==> src/rtl/std_fifo_pkg.sv <==
// std_fifo_pkg: constants shared by std_fifo and std_fifo_reader.
package std_fifo_pkg;
    localparam int WIDTH_DEFAULT = 8;
    localparam int READER_DEPTH = 3;
    function automatic logic [1:0] inc_mod3(input logic [1:0] p);
        return (p == 2'd2) ? 2'd0 : p + 2'd1;
    endfunction
endpackage

==> src/rtl/std_fifo_reader_if.sv <==
// std_fifo_reader_if: std_fifo pop/q side plus valid/ready stream side of the reader.
interface std_fifo_reader_if import std_fifo_pkg::*; #(parameter int WIDTH = WIDTH_DEFAULT);
    logic             fifo_empty;
    logic [WIDTH-1:0] fifo_q;
    logic             fifo_pop;
    logic             out_valid;
    logic [WIDTH-1:0] out_data;
    logic             out_ready;
    logic [1:0]       occupancy;
    modport master (
        input  fifo_empty, fifo_q, out_ready,
        output fifo_pop, out_valid, out_data, occupancy
    );
    modport slave (
        output fifo_empty, fifo_q, out_ready,
        input  fifo_pop, out_valid, out_data, occupancy
    );
endinterface

==> src/rtl/std_fifo_reader_buf.sv <==
// std_fifo_reader_buf: 3-entry register queue with mod-3 head/tail pointers and a count.
module std_fifo_reader_buf import std_fifo_pkg::*; #(parameter int WIDTH = WIDTH_DEFAULT) (
    input  logic             clk,
    input  logic             rst,
    input  logic             push,
    input  logic [WIDTH-1:0] push_data,
    input  logic             pop,
    output logic [WIDTH-1:0] head_data,
    output logic [1:0]       count
);
    logic [WIDTH-1:0] mem_q [READER_DEPTH];
    logic [WIDTH-1:0] mem_d [READER_DEPTH];
    logic [1:0] head_q, head_d, tail_q, tail_d, count_q, count_d;
    always_comb begin
        mem_d = mem_q;
        tail_d = push ? inc_mod3(tail_q) : tail_q;
        head_d = pop ? inc_mod3(head_q) : head_q;
        if (push) mem_d[tail_q] = push_data;
        count_d = count_q + {1'b0, push} - {1'b0, pop};
    end
    always_ff @(posedge clk or negedge rst) begin
        if (!rst) begin
            mem_q <= '{default: '0};
            head_q <= '0;
            tail_q <= '0;
            count_q <= '0;
        end else begin
            mem_q <= mem_d;
            head_q <= head_d;
            tail_q <= tail_d;
            count_q <= count_d;
        end
    end
    assign head_data = mem_q[head_q];
    assign count = count_q;
endmodule

==> src/rtl/std_fifo_reader.sv <==
// std_fifo_reader: turns the 1-cycle-latency std_fifo pop/q port into a valid/ready stream.
module std_fifo_reader import std_fifo_pkg::*; #(
    parameter int WIDTH = WIDTH_DEFAULT,
    parameter int DEPTH = READER_DEPTH
) (
    input logic clk,
    input logic rst,
    std_fifo_reader_if.master bus
);
    logic inflight_q, inflight_d, xfer;
    logic [1:0] occ;
    logic [WIDTH-1:0] head;
    assign xfer = bus.out_valid && bus.out_ready;
    // credit counts the word still in flight, so out_ready never reaches fifo_pop
    always_comb begin
        bus.fifo_pop = rst && !bus.fifo_empty && (({1'b0, occ} + {2'b0, inflight_q}) < 3'(DEPTH));
        inflight_d = bus.fifo_pop;
        bus.out_valid = occ != 2'd0;
        bus.out_data = head;
        bus.occupancy = occ;
    end
    always_ff @(posedge clk or negedge rst) begin
        if (!rst) inflight_q <= 1'b0;
        else inflight_q <= inflight_d;
    end
    std_fifo_reader_buf #(.WIDTH(WIDTH)) u_buf (
        .clk(clk),
        .rst(rst),
        .push(inflight_q),
        .push_data(bus.fifo_q),
        .pop(xfer),
        .head_data(head),
        .count(occ)
    );
endmodule

==> src/flat_wrapper.sv <==
// flat-port wrapper written by rule: the top's interface ports become plain ports
module std_fifo_reader_flat import std_fifo_pkg::*;
#(
    parameter int WIDTH = WIDTH_DEFAULT,
    parameter int DEPTH = READER_DEPTH
)
  (clk, rst, bus_fifo_empty, bus_fifo_q, bus_out_ready, bus_fifo_pop, bus_out_valid, bus_out_data, bus_occupancy);
  std_fifo_reader_if #(.WIDTH(WIDTH)) bus_i ();
  input logic clk;
  input logic rst;
  input wire logic [$bits(bus_i.fifo_empty)-1:0] bus_fifo_empty;
  input wire logic [$bits(bus_i.fifo_q)-1:0] bus_fifo_q;
  input wire logic [$bits(bus_i.out_ready)-1:0] bus_out_ready;
  output wire logic [$bits(bus_i.fifo_pop)-1:0] bus_fifo_pop;
  output wire logic [$bits(bus_i.out_valid)-1:0] bus_out_valid;
  output wire logic [$bits(bus_i.out_data)-1:0] bus_out_data;
  output wire logic [$bits(bus_i.occupancy)-1:0] bus_occupancy;
  assign bus_i.fifo_empty = bus_fifo_empty;
  assign bus_i.fifo_q = bus_fifo_q;
  assign bus_i.out_ready = bus_out_ready;
  assign bus_fifo_pop = bus_i.fifo_pop;
  assign bus_out_valid = bus_i.out_valid;
  assign bus_out_data = bus_i.out_data;
  assign bus_occupancy = bus_i.occupancy;
  std_fifo_reader #(.WIDTH(WIDTH), .DEPTH(DEPTH)) u_core (.clk(clk), .rst(rst), .bus(bus_i));
endmodule
==> config.mk <==
export PLATFORM = sky130hd
export DESIGN_NAME = std_fifo_reader_flat
export DESIGN_NICKNAME = d
export VERILOG_FILES = /design/src/rtl/std_fifo_pkg.sv /design/src/rtl/std_fifo_reader_if.sv /design/src/rtl/std_fifo_reader_buf.sv /design/src/rtl/std_fifo_reader.sv /design/src/flat_wrapper.sv
export SDC_FILE = /design/constraint.sdc
export NUM_CORES = 1
export LEC_CHECK = 0
export CELL_PAD_IN_SITES_DETAIL_PLACEMENT = 1
export CELL_PAD_IN_SITES_GLOBAL_PLACEMENT = 1
export CORE_MARGIN = 2
export CORE_UTILIZATION = 23
export CTS_CLUSTER_DIAMETER = 40
export DETAILED_ROUTE_END_ITERATION = 8
export DONT_BUFFER_PORTS = 1
export PLACE_DENSITY_LB_ADDON = 0.1
export SYNTH_ARGS = -nofsm -noshare
export SYNTH_HDL_FRONTEND = slang
export SYNTH_SLANG_ARGS = --single-unit
==> constraint.sdc <==
create_clock -name clk -period 2.4 [get_ports clk]
set_clock_uncertainty 0.15 [all_clocks]
set_input_delay 0 -clock clk [delete_from_list [all_inputs] [get_ports clk]]
set_output_delay 0 -clock clk [all_outputs]
set_load 0.005 [all_outputs]
==> metrics.cfg <==
[sta]
finalCritPeriodShare=0.864
fin_crit_ns=2.07
slew-limit-headroom=0.616
hold_viol=0
tightest_slew_ns=0.575
layout_setup_ws_ns=0.327
fmax_ghz=0.482
rsz0062_at_grt=no
fin_setup_tns_ns=0
slew_violations=0
report.final.setup_viol=0

[global_route]
overflow=0
antenna_found_initial=0
grt_pass1_wl_um=5080
grt_pass1_vias=958
grt_usage=0.109
grt_max_degree=33

[pwr]
p_comb_frac=0.379
leakage_nw=0.723
swShare=0.335
clkPwrFrac=0.175
irDropWorstVdd_v=0.000324
power_switching_w=0.000718
pwr-share-seq=0.446
internal_power_w=0.00142
powerDensity_nw_per_um2=1250

[clocking]
cts_sinks=31
cts_tree=done
cts_made_buffers=5
cts_resized=0
ctsHtreeMaxLevel=2
clock_latency_ns=0.28
post_cts_buffers=0
hold_buffers=12
cts_max_path_buffers=2
root_buffer=clkbuf_8
clkTransAtPathRegs_ns=0.06

[setup_path]
r2r-end=u_core.u_buf.count[1]
r2r_setup_slack_ns=0.37
crit_arrival_ns=1.92
r2r-start=u_core.u_buf.count[1]
crit_path_start_kind=flop
crit_fanout=5
critical_path_class=reg -> out
required_ns=2.25
crit_path_end_kind=output pin
rr_worst_depth=7

[layout]
layout_common_cells=dfrtp_1, mux2_2, dlygate4sd3_1, mux2i_1, o2bb2ai_1
drive_gt1_frac=0.336
fin_nets=133
final_common_cell=dfrtp_1
syn_to_final_growth_pct=22.5
diodes=0

[floorplan]
die_x_um=82.0
die_area_um2=6720
core_area_um2=5890
die_y_um=82.0
initial_utilization=0.237
num_rows=28
pin_count=24

[run_status]
outcome=complete, no violations

[routing]
drc=0
avgRoutedWirePerCell_um=16.6
first_pass_iters=4
wirelength_um=3170
drt-initial-drc-count=17
ant_nets=0
num_vias=849
via_per_inst=4.45

[logic_synthesis]
synth-seq-cells=31
synth_compound_area_frac=0.0689
synth_xor_area_frac=0.0125
synth_area_um2=1400
synth-simple-area-share=0.0385
synth_cell_type_count=18
ys_warn_count=0
yosysSeqAreaShare=0.555
synth_top_family_by_area=multiplexers
synth_nets=113
synth_area_per_cell_um2=14.4
synth_fa_ha_area_frac=0.0358
synth_cells=97
synthMuxAreaShare=0.267

[placed_design]
port_buffers=0
hpwl_um=2140
place_ws_ns=0.339
place.gp.congestion=0.669

[hold_path]
hold_class=in -> async

[flow_run]
max_cap_violations=0

-- synth_stat cells --
cell,n,area share
a2111oi_0,1,0.0063
nor2b_1,1,0.0045
clkbuf_1,2,0.0054
a21o_1,1,0.0054
xnor2_1,2,0.013
dfrtp_1,31,0.56
mux2i_1,8,0.057
ha_1,4,0.036
o21ai_0,2,0.0072
nor2_1,1,0.0027
mux2_2,26,0.21
nor3b_4,1,0.013
buf_2,1,0.0036
or2_2,1,0.0045
nand3b_1,1,0.0054
o2bb2ai_1,8,0.050
nand3b_2,1,0.0081
inv_1,5,0.013
-- power groups by stage --
| stage | registers (W) | logic (W) | clock network (W) |
|---|---|---|---|
| after global placement | 0.000952 | 0.000775 | 0 |
| final | 0.000955 | 0.000812 | 0.000375 |
| after floorplan | 0.000917 | 0.000618 | 0 |
| after global routing | 0.000996 | 0.000911 | 0.000421 |
| after CTS | 0.000961 | 0.000843 | 0.000396 |
| after detailed placement | 0.000972 | 0.000808 | 0 |
-- worst max-delay path, stage by stage (launching register included) --
cell       delay (ns)
dfrtp_1          0.44
ha_1             0.23
ha_1             0.26
a2111oi_0        0.51
buf_4            0.20
-- stage by stage --
stage	power, W	area, um^2	std cells	hold slack, ns	util
after floorplan	0.00153	1400	97	-0.446	-
after global placement	0.00173	1510	173	-0.444	0.256
after detailed placement	0.00178	1510	173	-0.444	0.256
after CTS	0.00220	1710	191	0.0143	0.291
after global routing	0.00233	1710	191	0.0272	0.291
final	0.00214	1710	191	0.0166	0.291
-- flip-flops by register name, indices dropped and copies added (netlist names) --
signal / flops
u_core.u_buf.mem_q: 24
u_core.u_buf.head_q: 2
u_core.u_buf.count: 2
u_core.u_buf.tail_q: 2
u_core.inflight_q: 1
-- final cells by class --
class	count	area (um^2)
tap	75	93.8
clock buffer	6	72.6
fill	647	4170
inverter	5	18.8
multi-input combinational	58	591
timing repair buffer	16	160
sequential	31	776
-- logic make-up (layout without fill, tap and decap cells) --
group,after synthesis,after routing
AOI/OAI and AO/OA,12,12
buffers and inverters,8,27
DFF,31,31
xor gates and xnor gates,2,2
and+or+nand+nor,6,6
adders and majority gates,4,4
muxes,34,34
-- worst max-delay path by stage --
| stage | slack (ns) | start | to |
|---|---|---|---|
| detailed placement | 0.34 | u_core.u_buf.count[1] | u_core.u_buf.count[1] |
| CTS | 0.28 | u_core.u_buf.count[0] | bus_fifo_pop |
| finish | 0.33 | u_core.u_buf.count[0] | bus_fifo_pop |
| global placement | 0.39 | u_core.u_buf.count[1] | u_core.u_buf.count[1] |
| floorplan | 0.62 | u_core.u_buf.count[1] | u_core.u_buf.count[1] |
| global route | 0.16 | u_core.u_buf.count[1] | u_core.u_buf.count[1] |
-- metal layers --
layer	vias up	routed length, um	global-route usage
met2	20	1610	0.185
met1	437	1360	0.121
li1	387	-	-
met4	0	53	0.0450
met5	-	0	0
met3	5	152	0.0440
No activity file was read; power rests on OpenSTA's default activity.
